==> src/rtl/gate_sweep_ctrl.sv <==
// Walks every input vector of an N_IN-input gate, holds each for SETTLE cycles,
// captures the gate output and compares it against the EXPECT truth table.
module gate_sweep_ctrl #(
    parameter int                   N_IN   = 2,
    parameter int                   SETTLE = 1,
    parameter logic [(1<<N_IN)-1:0] EXPECT = 4'b1000
) (
    input  logic                   clk,
    input  logic                   rst_n,
    input  logic                   start,
    input  logic                   abort,
    output logic [N_IN-1:0]        vec_out,
    input  logic                   gate_out,
    output logic                   busy,
    output logic                   done,
    output logic                   pass,
    output logic [(1<<N_IN)-1:0]   result,
    output logic [(1<<N_IN)-1:0]   mismatch
);

    localparam int              NV       = 1 << N_IN;
    localparam logic [N_IN-1:0] LAST_IDX = '1;
    localparam logic [3:0]      CNT_LOAD = 4'(SETTLE - 1);

    typedef enum logic [1:0] {
        S_IDLE,
        S_WAIT,
        S_CAPTURE,
        S_DONE
    } state_t;

    state_t          r_state;
    state_t          w_next;
    logic [N_IN-1:0] r_idx;
    logic [3:0]      r_cnt;
    logic            r_busy;
    logic            r_done;
    logic            r_pass;
    logic [NV-1:0]   r_result;
    logic [NV-1:0]   r_mismatch;
    logic            w_last;

    assign w_last = (r_idx == LAST_IDX);

    always_ff @(posedge clk or negedge rst_n) begin
        if (!rst_n) begin
            r_state <= S_IDLE;
        end else begin
            r_state <= w_next;
        end
    end

    always_comb begin
        w_next = r_state;
        case (r_state)
            S_IDLE: begin
                if (start) w_next = S_WAIT;
            end
            S_WAIT: begin
                if (abort)             w_next = S_IDLE;
                else if (r_cnt == 4'd0) w_next = S_CAPTURE;
            end
            S_CAPTURE: begin
                if (abort)       w_next = S_IDLE;
                else if (w_last) w_next = S_DONE;
                else             w_next = S_WAIT;
            end
            S_DONE:  w_next = S_IDLE;
            default: w_next = S_IDLE;
        endcase
    end

    // The index doubles as the stimulus register; it is zeroed whenever the sweep ends.
    always_ff @(posedge clk or negedge rst_n) begin
        if (!rst_n) begin
            r_idx      <= '0;
            r_cnt      <= '0;
            r_busy     <= 1'b0;
            r_done     <= 1'b0;
            r_pass     <= 1'b0;
            r_result   <= '0;
            r_mismatch <= '0;
        end else begin
            r_done <= 1'b0;
            case (r_state)
                S_IDLE: begin
                    if (start) begin
                        r_result   <= '0;
                        r_mismatch <= '0;
                        r_pass     <= 1'b0;
                        r_idx      <= '0;
                        r_cnt      <= CNT_LOAD;
                        r_busy     <= 1'b1;
                    end
                end
                S_WAIT: begin
                    if (abort) begin
                        r_busy <= 1'b0;
                        r_idx  <= '0;
                        r_cnt  <= '0;
                        r_pass <= 1'b0;
                    end else if (r_cnt != 4'd0) begin
                        r_cnt <= r_cnt - 4'd1;
                    end
                end
                S_CAPTURE: begin
                    if (abort) begin
                        r_busy <= 1'b0;
                        r_idx  <= '0;
                        r_cnt  <= '0;
                        r_pass <= 1'b0;
                    end else begin
                        r_result[r_idx]   <= gate_out;
                        r_mismatch[r_idx] <= gate_out ^ EXPECT[r_idx];
                        if (w_last) begin
                            r_busy <= 1'b0;
                            r_done <= 1'b1;
                            r_idx  <= '0;
                        end else begin
                            r_idx <= r_idx + 1'b1;
                            r_cnt <= CNT_LOAD;
                        end
                    end
                end
                S_DONE: begin
                    r_pass <= ~|r_mismatch;
                end
                default: ;
            endcase
        end
    end

    assign vec_out  = r_idx;
    assign busy     = r_busy;
    assign done     = r_done;
    assign pass     = r_pass;
    assign result   = r_result;
    assign mismatch = r_mismatch;

endmodule

==> config.mk <==
export PLATFORM = sky130hd
export DESIGN_NAME = gate_sweep_ctrl
export DESIGN_NICKNAME = d
export VERILOG_FILES = /design/src/rtl/gate_sweep_ctrl.sv
export SDC_FILE = /design/constraint.sdc
export NUM_CORES = 1
export LEC_CHECK = 0
export ABC_AREA = 0
export BUFFER_PORTS_ARGS = -buffer_cell sky130_fd_sc_hd__buf_4
export CAP_MARGIN = 20
export CORE_MARGIN = 2
export CORE_UTILIZATION = 40
export CTS_CLUSTER_DIAMETER = 150
export CTS_CLUSTER_SIZE = 25
export DETAILED_ROUTE_END_ITERATION = 6
export PLACE_DENSITY = 0.59
export RECOVER_POWER = 50
export SETUP_SLACK_MARGIN = 0.2
export SYNTH_ARGS = -nofsm -noshare
export SYNTH_HDL_FRONTEND = slang
export SYNTH_SLANG_ARGS = --single-unit
==> constraint.sdc <==
create_clock -name clk -period 2.1 [get_ports clk]
set_clock_uncertainty 0.1 [all_clocks]
set_input_delay 0.105 -clock clk [delete_from_list [all_inputs] [get_ports clk]]
set_output_delay 0.105 -clock clk [all_outputs]
set_load 0.1 [all_outputs]
==> summary.txt, run 1 <==
Status
  • Status: complete, no violations

Finish
  • Layout area overhead: 29.3%
  • Ant. Diodes: 0
  • Post-layout util: 0.531
  • Nets: 162
  • Layout cells sized above 1: 0.255

Power
  • Pwr/cell area: around 1300 nW/um2
  • Pwr Total: 1910 uW
  • Lkg Pwr: ~0.00064 uW
  • Peak supply drop: ~0.00076 V

Route
  • Post-route DRC: 0
  • Drt first pass iters: 4
  • Routed wire length: 2430 um
  • Initial DRC Count: 23
  • Via count: between 900 and 1k
  • Wire per inst: ~14 um
  • Post-DRT Antenna Nets: 0
  • Post-DR vias/cell: between 5 and 6

Floorplan
  • Placement Rows: 19
  • Initial Util: 0.411
  • Die height: 56.8 um
  • Die area: 3220 um2
  • Chip width: 56.8 um
  • I/O pin total: 18
  • Total core area: 2710 um2

Setup path
  • Kind of critical path: register to register
  • CP Capture Type: register
  • Critical Path RT: roughly 2200 ps
  • Critical path arrival: 2140 ps
  • CP startpoint kind: register
  • Max FO, Critical Path: 3

Yosys
  • Cell Area, Synth: 1110 um2
  • Synth Area in Adders: 0.124
  • Synth warn: 0
  • Main flop type after synthesis: dfrtp_1
  • Number of synthesized flops with an enable pin: 0
  • Synth Area per Inst: 9.60 um2
  • Compound-cell area share of the yosys netlist: 0.164
  • Top post-synthesis cells by area: dfrtp_1 43%, ha_1 12%, o21ai_0 5.8%
  • Post-Synth XOR/XNOR Area: 0.00787
  • Ys async rst share: 1.00
  • Simple-gate share of the synthesized area: 0.217
  • Mux share of post-synthesis cell area: 0.00899
  • Mapped Cells: ~120
  • Largest family of logic cells by synthesized area: simple AND/OR/NAND/NOR gates
  • Top cell type's share of synthesized area: 0.427
  • Flops & latches, synth: 19
  • Syn nets: 132
  • Yosys cell types: 35
  • Count leader, synth: dfrtp_1
  • Synth top cells by count: 19 x dfrtp_1, 13 x o21ai_0, 11 x ha_1, 11 x nand2_1, 9 x inv_1
  • Synth area leader: dfrtp_1
  • Seq/Total Area, Yosys: 0.427

STA
  • Max_slew headroom: 0.213
  • Fin. max-slew vios: 0
  • Tmin final: 2010 ps
  • Worst slew pin tran: 1190 ps
  • Period utilization: 0.956
  • RSZ-0062 raised after global routing: true
  • Final TNS setup: 0 ps
  • F_max: 498 MHz
  • Fin Hold WS: about 120 ps
  • Final Hold Fails: 0
  • Final setup violating endpoints: 0
  • Setup WS post-layout: 91.9 ps

Clocking
  • CTS Root Buffer Type: clkbuf_4
  • Worst skew pair latency: 300 ps
  • Clock-pin slew on the worst setup and hold paths: 120 ps
  • CTS tree: done
  • # clock sinks: 19
  • Num CTS Buffers: 3
  • Clk buf depth: 2
  • CTS HTree Levels: 1

Global routing
  • Pin count of the biggest net entering global routing: 20
  • First-pass GRT wire length: 4240 um
  • GRT met2 Usage: 0.262
  • Number of global-route vias before repair: 930
  • Gr usage total: 0.166
  • GR Util met1: 0.233
  • GR Overflow Total: 0
  • Initial antenna violation count: 0
  • GR Util met3: 0.0276
  • Most used routing layer: met2

Placed design
  • IO buf count: 17
  • Routability-driven placement congestion ratio: ~0.79
  • Dpl hpwl: 1790 um
  • Post-Place Setup Slack: around 63 ps

Min path
  • HP Class: primary input to register

Run
  • Max capacitance violation total: 0
==> area by class of cell <==
type	count	area, um2
Sequential cell	19	483
Multi-Input combinational cell	84	658
Tap cell	31	38.8
Clock buffer	4	26.3
Timing Repair Buffer	29	200
Inverter	9	33.8
Fill cell	257	1270
==> cells by family after synthesis <==
group / Yosys count
AOI/OAI and AO/OA: 29
adders and majority gates: 11
muxes: 1
buffers and inverters: 13
xor gates and xnor gates: 1
and+or+nand+nor: 42
DFF: 19
==> per-stage QoR <==
| stage | instances | area, um2 |
|---|---|---|
| after floorplan | 116 | 1130 |
| after global placement | 165 | 1310 |
| after detailed placement | 165 | 1310 |
| after CTS | 175 | 1400 |
| after global routing | 176 | 1440 |
| final | 176 | 1440 |
==> power breakdown <==
group / internal (uW) / switching (uW) / leakage [uW]
registers: 449 / 66.4 / 0.000254
clock network: 74.0 / 120 / 0.0000150
logic: 496 / 701 / 0.000369
==> final timing paths <==
check,start,end,slack (ps),depth (start not counted)
max,r_state[0]$_DFFE_PN0P_,r_cnt[3]$_DFFE_PN0P_,90,6
min,abort,vec_out[0]$_DFFE_PN0P_,120,4
max reg2reg,r_state[0]$_DFFE_PN0P_,r_cnt[3]$_DFFE_PN0P_,90,6
min reg2reg,result[3]$_DFFE_PN0P_,result[3]$_DFFE_PN0P_,410,2
max in group asynchronous,rst_n,vec_out[1]$_DFFE_PN0P_,770,2
min in group asynchronous,rst_n,result[3]$_DFFE_PN0P_,390,2
==> repair_timing <==
action / 4_1_cts / 5_1_grt
pin swaps: 1 / 5
setup buffers: 4 / 1
setup endpoints to repair: 8 / 11
cloned: 0 / 0
hold buffers: 2 / 0
endpoints found under the hold margin: 20 / 0
gates resized for setup: 1 / 18
==> state kept, by name, indices dropped and copies added, names as in the netlist <==
register and cells:
busy 1, pass 1, r_cnt 4, mismatch 4, r_state 2, done 1
vec_out 2, result 4
==> worst max-delay path, stage by stage, from the launching register on <==
cell and delay (ps):
dfrtp_1 410, buf_6 130, ha_4 150, nor4bb_4 150
or4_4 530, or3_1 330, a21oi_2 140
==> per-layer routing <==
| layer | vias to the layer above | part of all wire |
|---|---|---|
| li1 | 465 | - |
| met5 | - | 0 |
| met1 | 467 | 0.51 |
| met4 | 0 | 0.011 |
| met3 | 4 | 0.033 |
| met2 | 18 | 0.44 |
==> placed cells by master (no fill, tap or decap), types with 2 or more instances in the layout <==
cell | synthesis | routed
o21ai_0 | 13 | 8
buf_4 | 0 | 19
clkbuf_1 | 1 | 8
dfrtp_4 | 0 | 2
dfrtp_1 | 19 | 17
ha_4 | 0 | 2
a21oi_1 | 3 | 2
inv_2 | 0 | 2
nor3_1 | 2 | 2
ha_1 | 11 | 8
o22ai_1 | 2 | 2
nand3b_1 | 4 | 4
nor4_1 | 2 | 2
dlygate4sd3_1 | 0 | 2
nor2b_1 | 3 | 3
nand2b_1 | 3 | 3
o211ai_1 | 4 | 4
a22o_1 | 3 | 3
clkbuf_4 | 0 | 3
nand2_1 | 11 | 11
nor2_1 | 6 | 6
o21ai_1 | 0 | 5
inv_1 | 9 | 7
No activity file was read; power rests on OpenSTA's default activity.
==> inputs of run 2 (changes only) <==
--- a/config.mk
+++ b/config.mk
@@ -15,6 +15,7 @@
 export DETAILED_ROUTE_END_ITERATION = 6
 export PLACE_DENSITY = 0.59
 export RECOVER_POWER = 50
+export REMOVE_ABC_BUFFERS = 1
 export SETUP_SLACK_MARGIN = 0.2
 export SYNTH_ARGS = -nofsm -noshare
 export SYNTH_HDL_FRONTEND = slang
==> run 2 against run 1 <==
Effect of this change: cell count increased by 1.1%; critical path type unchanged; first-iteration DRC count grew 4.3%; cell area fell by 1.7%; sequential share of layout area increased by 0.062 points; worst hold slack worse by 43 ps; critical endpoint is now r_cnt[2]$_DFFE_PN0P_; via count is 1.4% lower.
==> summary.txt, run 2 (synthesis gave the netlist of run 1 again) <==
Floorplan
  • Die area: 3220 um2
  • Placement Rows: 19
  • Die height: 56.8 um
  • Chip width: roughly 57 um
  • I/O pin total: 18
  • Total core area: 2710 um2
  • Initial Util: 0.411

Power
  • Psw: 886 uW
  • Peak supply drop: 0.000709 V
  • Lkg Pwr: ~0.00065 uW
  • Switching part of the total: 0.474
  • Pwr/cell area: around 1300 nW/um2
  • Pwr Total: around 1900 uW
  • Internal power: around 1000 uW
  • Reg power frac: 0.269
  • Comb pwr share: 0.624
  • Clock Power Share: 0.107

Finish
  • Layout area overhead: 27.1%
  • Layout cells sized above 1: 0.259
  • Commonest non-fill, non-tap cells in the layout: 23 x buf_4, 19 x dfrtp_1, 12 x o21ai_0
  • Nets: 164
  • Post-layout util: 0.522
  • Commonest non-fill, non-tap cell in the layout: buf_4
  • Ant. Diodes: 0

STA
  • Final TNS setup: 0 ps
  • RSZ-0062 raised after global routing: true
  • Final Hold Fails: 0
  • Fin. max-slew vios: 0
  • F_max: 512 MHz
  • Tmin final: 1950 ps
  • Final setup violating endpoints: 0
  • Max_slew headroom: 0.224
  • Worst slew pin tran: 1170 ps
  • Period utilization: 0.930

Setup path
  • CP startpoint kind: register
  • Critical path arrival: about 2100 ps
  • Origin of the critical flop-to-flop path: r_state[0]$_DFFE_PN0P_
  • CP Launch Point: r_state[0]$_DFFE_PN0P_
  • Max FO, Critical Path: 3
  • FF-to-FF End: r_cnt[2]$_DFFE_PN0P_
  • Critical Path RT: 2250 ps
  • Crit path to: r_cnt[2]$_DFFE_PN0P_
  • CP Capture Type: register
  • Reg2Reg Setup Slack: 150 ps
  • Kind of critical path: register to register
  • FF-to-FF path depth: 6

Route
  • Wire per inst: 14.1 um
  • Post-route DRC: 0
  • Routed wire length: 2520 um
  • Via count: 941
  • Post-DRT Antenna Nets: 0
  • Post-DR vias/cell: 5.29
  • Initial DRC Count: 24
  • Drt first pass iters: 4

Clocking
  • # clock sinks: 19
  • Num CTS Buffers: 3
  • Clk buf depth: 2
  • CTS Root Buffer Type: clkbuf_4
  • Worst skew pair latency: 310 ps
  • CTS tree: done
  • CTS HTree Levels: 1
  • Clock-pin slew on the worst setup and hold paths: ~120 ps

Global routing
  • GR Overflow Total: 0
  • First-pass GRT wire length: around 4100 um
  • Initial antenna violation count: 0
  • Number of global-route vias before repair: slightly above 900
  • Pin count of the biggest net entering global routing: 20
  • Gr usage total: 0.162

Placed design
  • Dpl hpwl: 1770 um
  • IO buf count: 17
  • Routability-driven placement congestion ratio: 0.785

Status
  • Status: complete, no violations

Min path
  • HP Class: primary input to register

Run
  • Max capacitance violation total: 0
## run 2: timing repair
action,CTS,global route
pin swaps,2,2
buffers inserted,4,2
hold buffers,2,0
setup endpoints to repair,8,6
gates resized for setup,7,7
hold endpoints to repair,20,0
## run 2: metal layers
metal	vias up	track usage	part of all wire
met3	2	0.0207	0.032
met5	-	0	0
met2	15	0.264	0.45
li1	478	-	-
met4	0	0.0399	0.0095
met1	446	0.229	0.51
## run 2: how the worst min path moves through the flow
stage                     start                endpoint  cells after the start
final                     abort  vec_out[0]$_DFFE_PN0P_                      4
after global routing      abort  vec_out[1]$_DFFE_PN0P_                      4
after CTS                 abort  vec_out[0]$_DFFE_PN0P_                      4
after detailed placement  rst_n    r_cnt[3]$_DFFE_PN0P_                      1
after global placement    rst_n    r_cnt[3]$_DFFE_PN0P_                      1
after floorplan           rst_n        busy$_DFFE_PN0P_                      0
## run 2: area by class of cell
type / count / area (um2)
Fill cell: 257 / 1290
Multi-Input combinational cell: 84 / 624
Sequential cell: 19 / 475
Timing Repair Buffer: 31 / 215
Tap cell: 31 / 38.8
Inverter: 9 / 33.8
Clock buffer: 3 / 22.5
Clock inverter: 1 / 5.00
## run 2: worst max-delay path: stages (launching register included)
cell     delay [ps]
dfrtp_1         370
inv_1            90
ha_2            200
and3b_1         190
or3_4           340
or4_4           480
a21oi_2         120
## run 2: power groups by stage
stage	Sequential [uW]	Combinational, uW	Clock (uW)
global placement	508	965	0
finish	503	1170	200
floorplan	712	529	0
global route	515	1280	221
CTS	504	1080	203
detailed placement	514	982	0
## run 2: stage by stage
step | instances | setup slack (ps) | area [um2] | hold WS, ps
3_3_place_gp | 166 | 115 | 1300 | -109
5_1_grt | 178 | 82.6 | 1420 | 127
2_1_floorplan | 112 | -406 | 1090 | -291
4_1_cts | 176 | 137 | 1400 | 73.3
6_report | 178 | 147 | 1420 | 75.4
3_5_place_dp | 166 | 36.6 | 1300 | -101
